`config.mk`:
```
export PLATFORM = sky130hd
export DESIGN_NAME = control_unit
export DESIGN_NICKNAME = d
export VERILOG_FILES = /design/src/rtl/control_pkg.sv /design/src/rtl/control_decode.sv /design/src/rtl/control_unit.sv
export SDC_FILE = /design/constraint.sdc
export NUM_CORES = 1
export LEC_CHECK = 0
export CAP_MARGIN = 40
export CORE_AREA = 2 2 39 41
export CTS_CLUSTER_DIAMETER = 100
export DETAILED_ROUTE_END_ITERATION = 12
export DIE_AREA = 0 0 41 43
export PLACE_DENSITY = 0.65
export SYNTH_ARGS = -nofsm -noshare
export SYNTH_HDL_FRONTEND = slang
export SYNTH_SLANG_ARGS = --single-unit
```
`constraint.sdc`:
```
create_clock -name clk -period 1 [get_ports clk]
set_input_delay 0.1 -clock clk [delete_from_list [all_inputs] [get_ports clk]]
set_output_delay 0.1 -clock clk [all_outputs]
set_load 0.01 [all_outputs]
```
`src/rtl/control_pkg.sv`:
```
// Shared definitions for the main control decoder: opcode encodings,
// ALU operation classes and the packed datapath control word.
package control_pkg;

   localparam int OPW = 4;

   localparam logic [OPW-1:0] OP_TYPEA = 4'b0000;
   localparam logic [OPW-1:0] OP_BLT   = 4'b0100;
   localparam logic [OPW-1:0] OP_BGT   = 4'b0101;
   localparam logic [OPW-1:0] OP_BEQ   = 4'b0110;
   localparam logic [OPW-1:0] OP_LW    = 4'b1000;
   localparam logic [OPW-1:0] OP_SW    = 4'b1011;
   localparam logic [OPW-1:0] OP_JMP   = 4'b1100;
   localparam logic [OPW-1:0] OP_HALT  = 4'b1111;

   // 11 is never produced by the decoder
   localparam logic [1:0] ALU_ADD   = 2'b00;
   localparam logic [1:0] ALU_CMP   = 2'b01;
   localparam logic [1:0] ALU_FUNCT = 2'b10;

   typedef struct packed {
      logic       branch;
      logic       jump;
      logic       regdst;
      logic       memtoreg;
      logic       memread;
      logic [1:0] aluop;
      logic       memwrite;
      logic       alusrc;
      logic       regwrite;
   } ctrl_t;

   typedef enum logic {
      ST_RUN    = 1'b0,
      ST_HALTED = 1'b1
   } state_t;

endpackage

```
`src/rtl/control_decode.sv`:
```
// Combinational opcode-to-control-word decoder. Undefined opcodes give an
// all-zero (NOP) control word with the illegal flag raised; HALT is a
// defined opcode that also yields an all-zero control word.
module control_decode
   import control_pkg::*;
#(
   parameter int OPW = 4
) (
   input  logic [OPW-1:0] opcode,
   output ctrl_t          cw,
   output logic           illegal
);

   // Opcode table lookup; every field defaults to 0
   always_comb begin
      cw      = '0;
      illegal = 1'b0;
      case (opcode)
         OP_TYPEA: begin
            cw.regdst   = 1'b1;
            cw.regwrite = 1'b1;
            cw.aluop    = ALU_FUNCT;
         end
         OP_LW: begin
            cw.alusrc   = 1'b1;
            cw.memtoreg = 1'b1;
            cw.memread  = 1'b1;
            cw.regwrite = 1'b1;
            cw.aluop    = ALU_ADD;
         end
         OP_SW: begin
            cw.alusrc   = 1'b1;
            cw.memwrite = 1'b1;
            cw.aluop    = ALU_ADD;
         end
         OP_BLT, OP_BGT, OP_BEQ: begin
            cw.branch = 1'b1;
            cw.aluop  = ALU_CMP;
         end
         OP_JMP: begin
            cw.jump = 1'b1;
         end
         OP_HALT: begin
            cw = '0;
         end
         default: begin
            illegal = 1'b1;
         end
      endcase
   end

endmodule

```
`src/rtl/control_unit.sv`:
```
// Main control unit: registers the decoded control word (one clock of
// latency) and tracks the RUN/HALTED state. HALTED is left only by reset.
// Build option CONTROL_ILLEGAL_HALT_EN: an undefined opcode in RUN also
// enters HALTED instead of acting as a one-cycle NOP.
module control_unit
   import control_pkg::*;
#(
   parameter int OPW = 4
) (
   input  logic           clk,
   input  logic           rst,
   input  logic [OPW-1:0] opcode,
   output logic           Branch,
   output logic           Jump,
   output logic           RegDst,
   output logic           MemtoReg,
   output logic           MemRead,
   output logic           ALUOp1,
   output logic           ALUOp0,
   output logic           MemWrite,
   output logic           ALUSrc,
   output logic           RegWrite,
   output logic           halted,
   output logic           illegal_op
);

   ctrl_t  dec_cw;
   logic   dec_illegal;
   ctrl_t  ctrl_q;
   logic   illegal_q;
   state_t state;

   control_decode #(.OPW(OPW)) u_dec (
      .opcode  (opcode),
      .cw      (dec_cw),
      .illegal (dec_illegal)
   );

   // State machine with registered control outputs; reset has priority
   always_ff @(posedge clk) begin
      if (rst) begin
         state     <= ST_RUN;
         ctrl_q    <= '0;
         illegal_q <= 1'b0;
      end else begin
         case (state)
            ST_RUN: begin
               ctrl_q    <= dec_cw;
               illegal_q <= dec_illegal;
               if (opcode == OP_HALT)
                  state <= ST_HALTED;
`ifdef CONTROL_ILLEGAL_HALT_EN
               if (dec_illegal)
                  state <= ST_HALTED;
`endif
            end
            ST_HALTED: begin
               // opcode ignored until reset
               ctrl_q    <= '0;
               illegal_q <= 1'b0;
            end
            default: begin
               state     <= ST_RUN;
               ctrl_q    <= '0;
               illegal_q <= 1'b0;
            end
         endcase
      end
   end

   // Flatten the registered control word onto the named outputs
   always_comb begin
      Branch     = ctrl_q.branch;
      Jump       = ctrl_q.jump;
      RegDst     = ctrl_q.regdst;
      MemtoReg   = ctrl_q.memtoreg;
      MemRead    = ctrl_q.memread;
      ALUOp1     = ctrl_q.aluop[1];
      ALUOp0     = ctrl_q.aluop[0];
      MemWrite   = ctrl_q.memwrite;
      ALUSrc     = ctrl_q.alusrc;
      RegWrite   = ctrl_q.regwrite;
      halted     = (state == ST_HALTED);
      illegal_op = illegal_q;
   end

endmodule

```
==> results.md, run 1 <==
* Outcome: complete, but fails checks
* Failing checks: setup timing
* Synth top area cells: dfxtp_1 (57%), a2111oi_2 (4.3%), buf_4 (4.3%), or4b_4 (3.9%), nor4_1 (3.5%)
* Drt total wl at 668 microns
* Placer Congestion at 0.715
* Synth cell types at 16
* Initial DRT Pass Iterations at 4
* Synthesized cell area at ~350 sq um
* Critical path's slowest cell: or4b_4
* Synth Register Bits at 10
* Max transition margin at 83.3%
* Final WS setup at -0.00282 ns
* Post-CTS Hold Fix Bufs at 0
* Number of synthesized flops with an enable pin at 0
* Diodes inserted at 0
* Antenna violations before repair at 0
* CTS tree: yes
* Min Tclk post-route at 1.00 ns
* Max-Cap Viols at 0
* P_leak at 0.280 nW
* Sequential fraction of the synthesis area at between 50% and 60%
* Pwr Density at 1510 nW/um^2
* Fillers at 149
* DRC Markers at 0
* Clock root cell: clkbuf_4
* Dominant synthesized flop cell: dfxtp_1
* Avg Vias per Cell at approximately 4.4
* Slowest Stage Delay on Critical Path at around 0.5 ns
* Max H-tree Level at 1
* Post-Synthesis Cells at 33
* Critical path arrival at 1.21 ns
* WP buf/inv at 0
* Worst clock skew at about 0.00052 ns
* First-pass GRT wire length at 959 microns
* CP cell instances: or4b_4, a21oi_2
* GRT Overall Usage at approximately 9.0%
* Routed WL per cell at roughly 9.5 microns
* Critical path type: flip-flop to flip-flop
* Vias in the first global route at around 240
* Clock sink count at 10
* Final setup violation count at 1
* Die Width at 41 microns
* IO Pins at 18
* Post-synth top area share at 56.7%
* Worst Path Required at 1.21 ns
* Worst skew pair latency at approximately 0.26 ns
* HP Class: input pin to flip-flop
* Final hold viol count at 0
* Die Y at between 40 and 50 microns
* Maximum VDD drop at 0.626 mV
* Number of routed nets with antenna violations at 0
* Ys Warns at 0
* Crit-path max FO at 4
* Synth area leader: dfxtp_1
* Initial cell density of the core at approximately a quarter
* Cell Rows at 14
* Total power at 0.885 mW
* Avg Cell Area, Syn at 10.7 sq um
* Pin count of the biggest net entering global routing at 7
* Vias post-DR at about 300
* Area of the die at approximately 1800 sq um
* Initial DRC count at 9
* Maximum buffer depth of the clock tree at 2
* Layout Nets at 61
* Core Area at roughly 1400 sq um
* CP Capture Type: flip-flop
* Grt total ovfl at 0
* Slew @ Worst Pin at 0.251 ns
* Number of buffers created by CTS at 3
* Layout Utilization at 42.2%
* Clock Pin Slew Worst Setup and Hold Paths at roughly 0.07 ns
* RSZ-0062 raised after global routing: true
* Share of cells above drive strength 1 at 25.9%
* # port buffers at 17
* Max Clock Freq at between 900 and 1000 MHz
* Synthesis-to-layout area growth at 65.6%
* Final period utilization at 100%
* Startpoint types: flip-flop
* Mapped Nets at 39
* Hold_ws at 0.310 ns
* Post-synth top cells: dfxtp_1 (10), nor2_1 (3)
* Max Slew Vio Count at 0
* Fraction of registers with async set/reset at 0%
* Delay-heaviest family, CP: simple AND/OR/NAND/NOR gates
* Most frequent cell after synthesis: dfxtp_1
* Post-detail-place hpwl at 501 microns
==> layout by cell type (no fill, tap or decap) <==
| cell | Yosys | final |
|---|---|---|
| dlygate4sd2_1 | 0 | 13 |
| dfxtp_1 | 10 | 9 |
| buf_4 | 2 | 4 |
| nor2_1 | 3 | 3 |
| clkbuf_4 | 0 | 3 |
| clkdlybuf4s50_1 | 0 | 3 |
| or2_1 | 2 | 2 |
| nor4_1 | 2 | 2 |
| nand2_1 | 2 | 2 |
| nor3_1 | 2 | 2 |
| or4b_4 | 1 | 1 |
| and2b_2 | 1 | 1 |
| and3b_1 | 1 | 1 |
| a41oi_1 | 1 | 1 |
| and3_1 | 1 | 1 |
| a2111oi_4 | 0 | 1 |
| a21oi_2 | 1 | 1 |
| nor2_2 | 1 | 1 |
| clkbuf_8 | 0 | 1 |
| dfxtp_2 | 0 | 1 |
| clkdlybuf4s15_1 | 0 | 1 |
==> per-stage QoR <==
step	cell area [sq um]	setup TNS (ns)	cells	worst slack [ns]
after floorplan	355	0	33	0.0124
after global placement	552	-2.20	66	-0.313
after detailed placement	552	-2.21	66	-0.325
after CTS	571	-0.00685	70	-0.00685
after global routing	584	-0.139	70	-0.0487
final	584	-0.00282	70	-0.00282
==> worst paths after layout <==
path	startpoint	end	slack, ns	depth (start not counted)
max reg2reg	halted$_SDFF_PP0_	ALUSrc$_SDFF_PP0_	-0.003	2
max	halted$_SDFF_PP0_	ALUSrc$_SDFF_PP0_	-0.003	2
min reg2reg	halted$_SDFF_PP0_	halted$_SDFF_PP0_	0.51	2
min	opcode[3]	RegDst$_SDFF_PP0_	0.31	3
==> registers in the layout, summed over array words and instances, names as in the netlist <==
name / flops
Jump: 1
RegWrite: 1
MemRead: 1
RegDst: 1
ALUSrc: 1
halted: 1
Branch: 1
ALUOp1: 1
illegal_op: 1
MemWrite: 1
==> logic make-up after synthesis <==
family          share of synthesized area (%)
simple gates                             27.7
flops                                    56.7
buf+inv                                  6.38
compound gates                           9.22
==> metal layers <==
metal,share of wire (%),track usage [%]
met3,9.3,4.71
met2,40,10.3
met1,47,10.4
met5,0,0
met4,3.4,10.0
==> layout make-up <==
cell class              count  area (sq um)  area share, %
flip-flops and latches     10           201           34.5
repair buffers             21           184           31.5
multi-input cells          19           143           24.4
clock buffers               4          36.3           6.21
well taps                  16          20.0           3.43
==> tightest hold or removal path: stages <==
cell           delay [ns]
dlygate4sd2_1        0.25
buf_4                0.14
nor4_1               0.04
==> what timing repair did <==
action / in CTS / in global routing
buffers inserted: 0 / 0
resized for setup: 14 / 2
endpoints found under the setup margin: 15 / 6
pin swaps: 0 / 0
==> power breakdown <==
| group | switching (mW) | internal (mW) | leakage, nW | total (mW) |
|---|---|---|---|---|
| combinational | 0.0495 | 0.0562 | 0.177 | 0.106 |
| sequential | 0.00345 | 0.410 | 0.0818 | 0.413 |
| clock | 0.144 | 0.221 | 0.0210 | 0.365 |
(Power assumes the default switching activity.)
==> run 2: changes to the inputs <==
--- a/config.mk
+++ b/config.mk
@@ -10,7 +10,8 @@
 export CTS_CLUSTER_DIAMETER = 100
 export DETAILED_ROUTE_END_ITERATION = 12
 export DIE_AREA = 0 0 41 43
-export PLACE_DENSITY = 0.65
+export PLACE_DENSITY = 0.73
 export SYNTH_ARGS = -nofsm -noshare
 export SYNTH_HDL_FRONTEND = slang
+export SYNTH_HIERARCHICAL = 1
 export SYNTH_SLANG_ARGS = --single-unit
==> results.md, run 2 <==
* First-pass GRT wire length at around 1.3 mm
* Most frequent cell after synthesis: and2_1
* Synth top area cells: dfxtp_1 (54%), and2_1 (18%), nor2_1 (4.2%), buf_4 (3.4%), a211oi_2 (2.8%)
* Max transition margin at between 80% and 90%
* Worst Path Required at 0.90 ns
* Crit path capture: halted
* Most common cell after layout, fill and taps aside: and2_1
* Outcome: finished clean
* Crit path from: halted$_SDFF_PP0_
* Startpoint types: flip-flop
* Synthesis-to-layout area growth at 45.9%
* Critical path's slowest cell: dfxtp_1
* Reg2reg start: halted$_SDFF_PP0_
* Fraction of registers with async set/reset at 0%
* Max Clock Freq at 1040 MHz
* Post_cts resized at 12
* Maximum VDD drop at 0.592 mV
* Multi-input logic area at roughly 190 sq um
* Clock Pin Slew Worst Setup and Hold Paths at 0.06 ns
* Diodes inserted at 0
* Post-synth top area share at 54.1%
* DP Area at 631 sq um
* Reg area at ~240 sq um
* Avg Vias per Cell at between 4 and 5
* WP buf/inv at 1
* Synth area leader: dfxtp_1
* Hold path cells at 2
* Ys Warns at 6
* HP Class: input pin to flip-flop
* Number of synthesized flops with an enable pin at 0
* Crit-path max FO at 2
* Die Y at roughly 43 microns
* Synth cell types at 15
* Cell Rows at 14
* RSZ-0062 raised after global routing: true
* Critical path arrival at 0.86 ns
* Worst R2R Setup Slack at roughly 0.15 ns
* Pin count of the biggest net entering global routing at 12
* Initial DRT Pass Iterations at 4
* Sequential fraction of the synthesis area at a little over half
* Antenna violations before repair at 0
* Setup Fix Bufs, Post-CTS at 0
* Delay-heaviest family, CP: flip-flops
* Post-synth top cells: and2_1 (13), dfxtp_1 (12), nor2_1 (5)
* Fillers at 146
* Drt total wl at ~770 microns
* Die Width at 41 microns
* Most frequent cells in the layout: and2_1 (13), dfxtp_1 (12), dlygate4sd2_1 (12)
* Setup TNS at 0 ns
* Avg Cell Area, Syn at 10.1 sq um
* Pwr Density at 1350 nW/um^2
* Worst clock skew at 0.000409 ns
* DRC Markers at 0
* Vias post-DR at 336
* Post-CTS Hold Fix Bufs at 0
* Number of buffers created by CTS at 3
* Final period utilization at 95.8%
* Total power at 0.875 mW
* Synth Register Bits at 12
* Critical register-to-register path endpoint: Jump$_SDFF_PP0_
* Final WS setup at 0.0421 ns
* Slew @ Worst Pin at 0.233 ns
* Worst skew pair latency at 0.26 ns
* GRT Overall Usage at 11.3%
* Mapped Nets at 50
* Initial DRC count at 5
* Layout Utilization at 46.8%
* Final hold viol count at 0
* Final setup violation count at 0
* Final instance area at 648 sq um
* # port buffers at 17
* Placer Congestion at 0.703
* Max Slew Vio Count at 0
* Clock root cell: clkbuf_4
* Min Tclk post-route at roughly 0.96 ns
* Routed WL per cell at 9.63 microns
* Post-Synthesis Cells at 44
* Pre-CTS setup slack at -0.229 ns
* IO Pins at 18
* Reg2Reg Depth at 3
* Max-Cap Viols at 0
* Clock sink count at 12
* Crit path depth at 1
* Number of routed nets with antenna violations at 0
* Post-detail-place hpwl at about 570 microns
* Initial cell density of the core at 32.1%
* Core Area at ~1400 sq um
* P_leak at 0.320 nW
* Share of cells above drive strength 1 at 17.2%
* Synthesized cell area at ~440 sq um
* Max H-tree Level at 1
* Critical path type: flip-flop to primary output
* Dominant synthesized flop cell: dfxtp_1
* Layout Nets at between 70 and 80
* Slowest Stage Delay on Critical Path at 0.33 ns
* CP cell instances: dlygate4sd2_1
* Grt total ovfl at 0
* Vias in the first global route at 322
* CTS tree: yes
* CP Capture Type: primary output
* Area of the die at 1760 sq um
* Maximum buffer depth of the clock tree at 2
-- run 2: changes by cell type after synthesis, moves of 2 or more --
cell	before	now
or2_1	2	0
nor2_1	3	5
clkbuf_1	2	0
nor4_1	2	0
dfxtp_1	10	12
and2_1	0	13
-- run 2: area by class of cell --
class	instances	area share [%]
clock buffers	3	3.47
multi-input cells	29	29.0
flip-flops and latches	12	37.1
well taps	16	3.09
repair buffers	20	27.4
-- run 2: how the worst min path moves through the flow --
| stage | from | end | slack (ns) |
|---|---|---|---|
| 6_report | rst | halted$_SDFF_PP0_ | 0.44 |
| 5_1_grt | rst | halted$_SDFF_PP0_ | 0.46 |
| 4_1_cts | rst | halted$_SDFF_PP0_ | 0.40 |
| 3_5_place_dp | halted$_SDFF_PP0_ | halted$_SDFF_PP0_ | 0.57 |
| 3_3_place_gp | halted$_SDFF_PP0_ | halted$_SDFF_PP0_ | 0.56 |
| 2_1_floorplan | rst | halted$_SDFF_PP0_ | 0.17 |
-- run 2: metal layers --
| metal | global-route usage (%) | up-vias | part of all wire, % |
|---|---|---|---|
| met2 | 15.3 | 13 | 46 |
| met1 | 13.4 | 140 | 42 |
| met3 | 5.24 | 2 | 11 |
| met4 | 8.00 | 0 | 1.2 |
| li1 | - | 181 | - |
| met5 | 0 | - | 0 |
-- run 2: logic make-up after synthesis --
group	Yosys count	share of synthesized area [%]
flops	12	54.1
simple gates	26	34.1
compound gates	3	5.91
buf+inv	3	5.91
-- run 2: per-stage QoR --
step	hold slack [ns]	std cells
4_1_cts	0.403	80
3_5_place_dp	0.568	77
6_report	0.443	80
2_1_floorplan	0.172	44
5_1_grt	0.459	80
3_3_place_gp	0.564	77
-- run 2: power breakdown --
group | switching, mW | leakage [nW] | internal, mW
clock network | 0.132 | 0.0138 | 0.139
registers | 0.00312 | 0.0976 | 0.492
logic | 0.0501 | 0.209 | 0.0594
total | 0.185 | 0.320 | 0.690
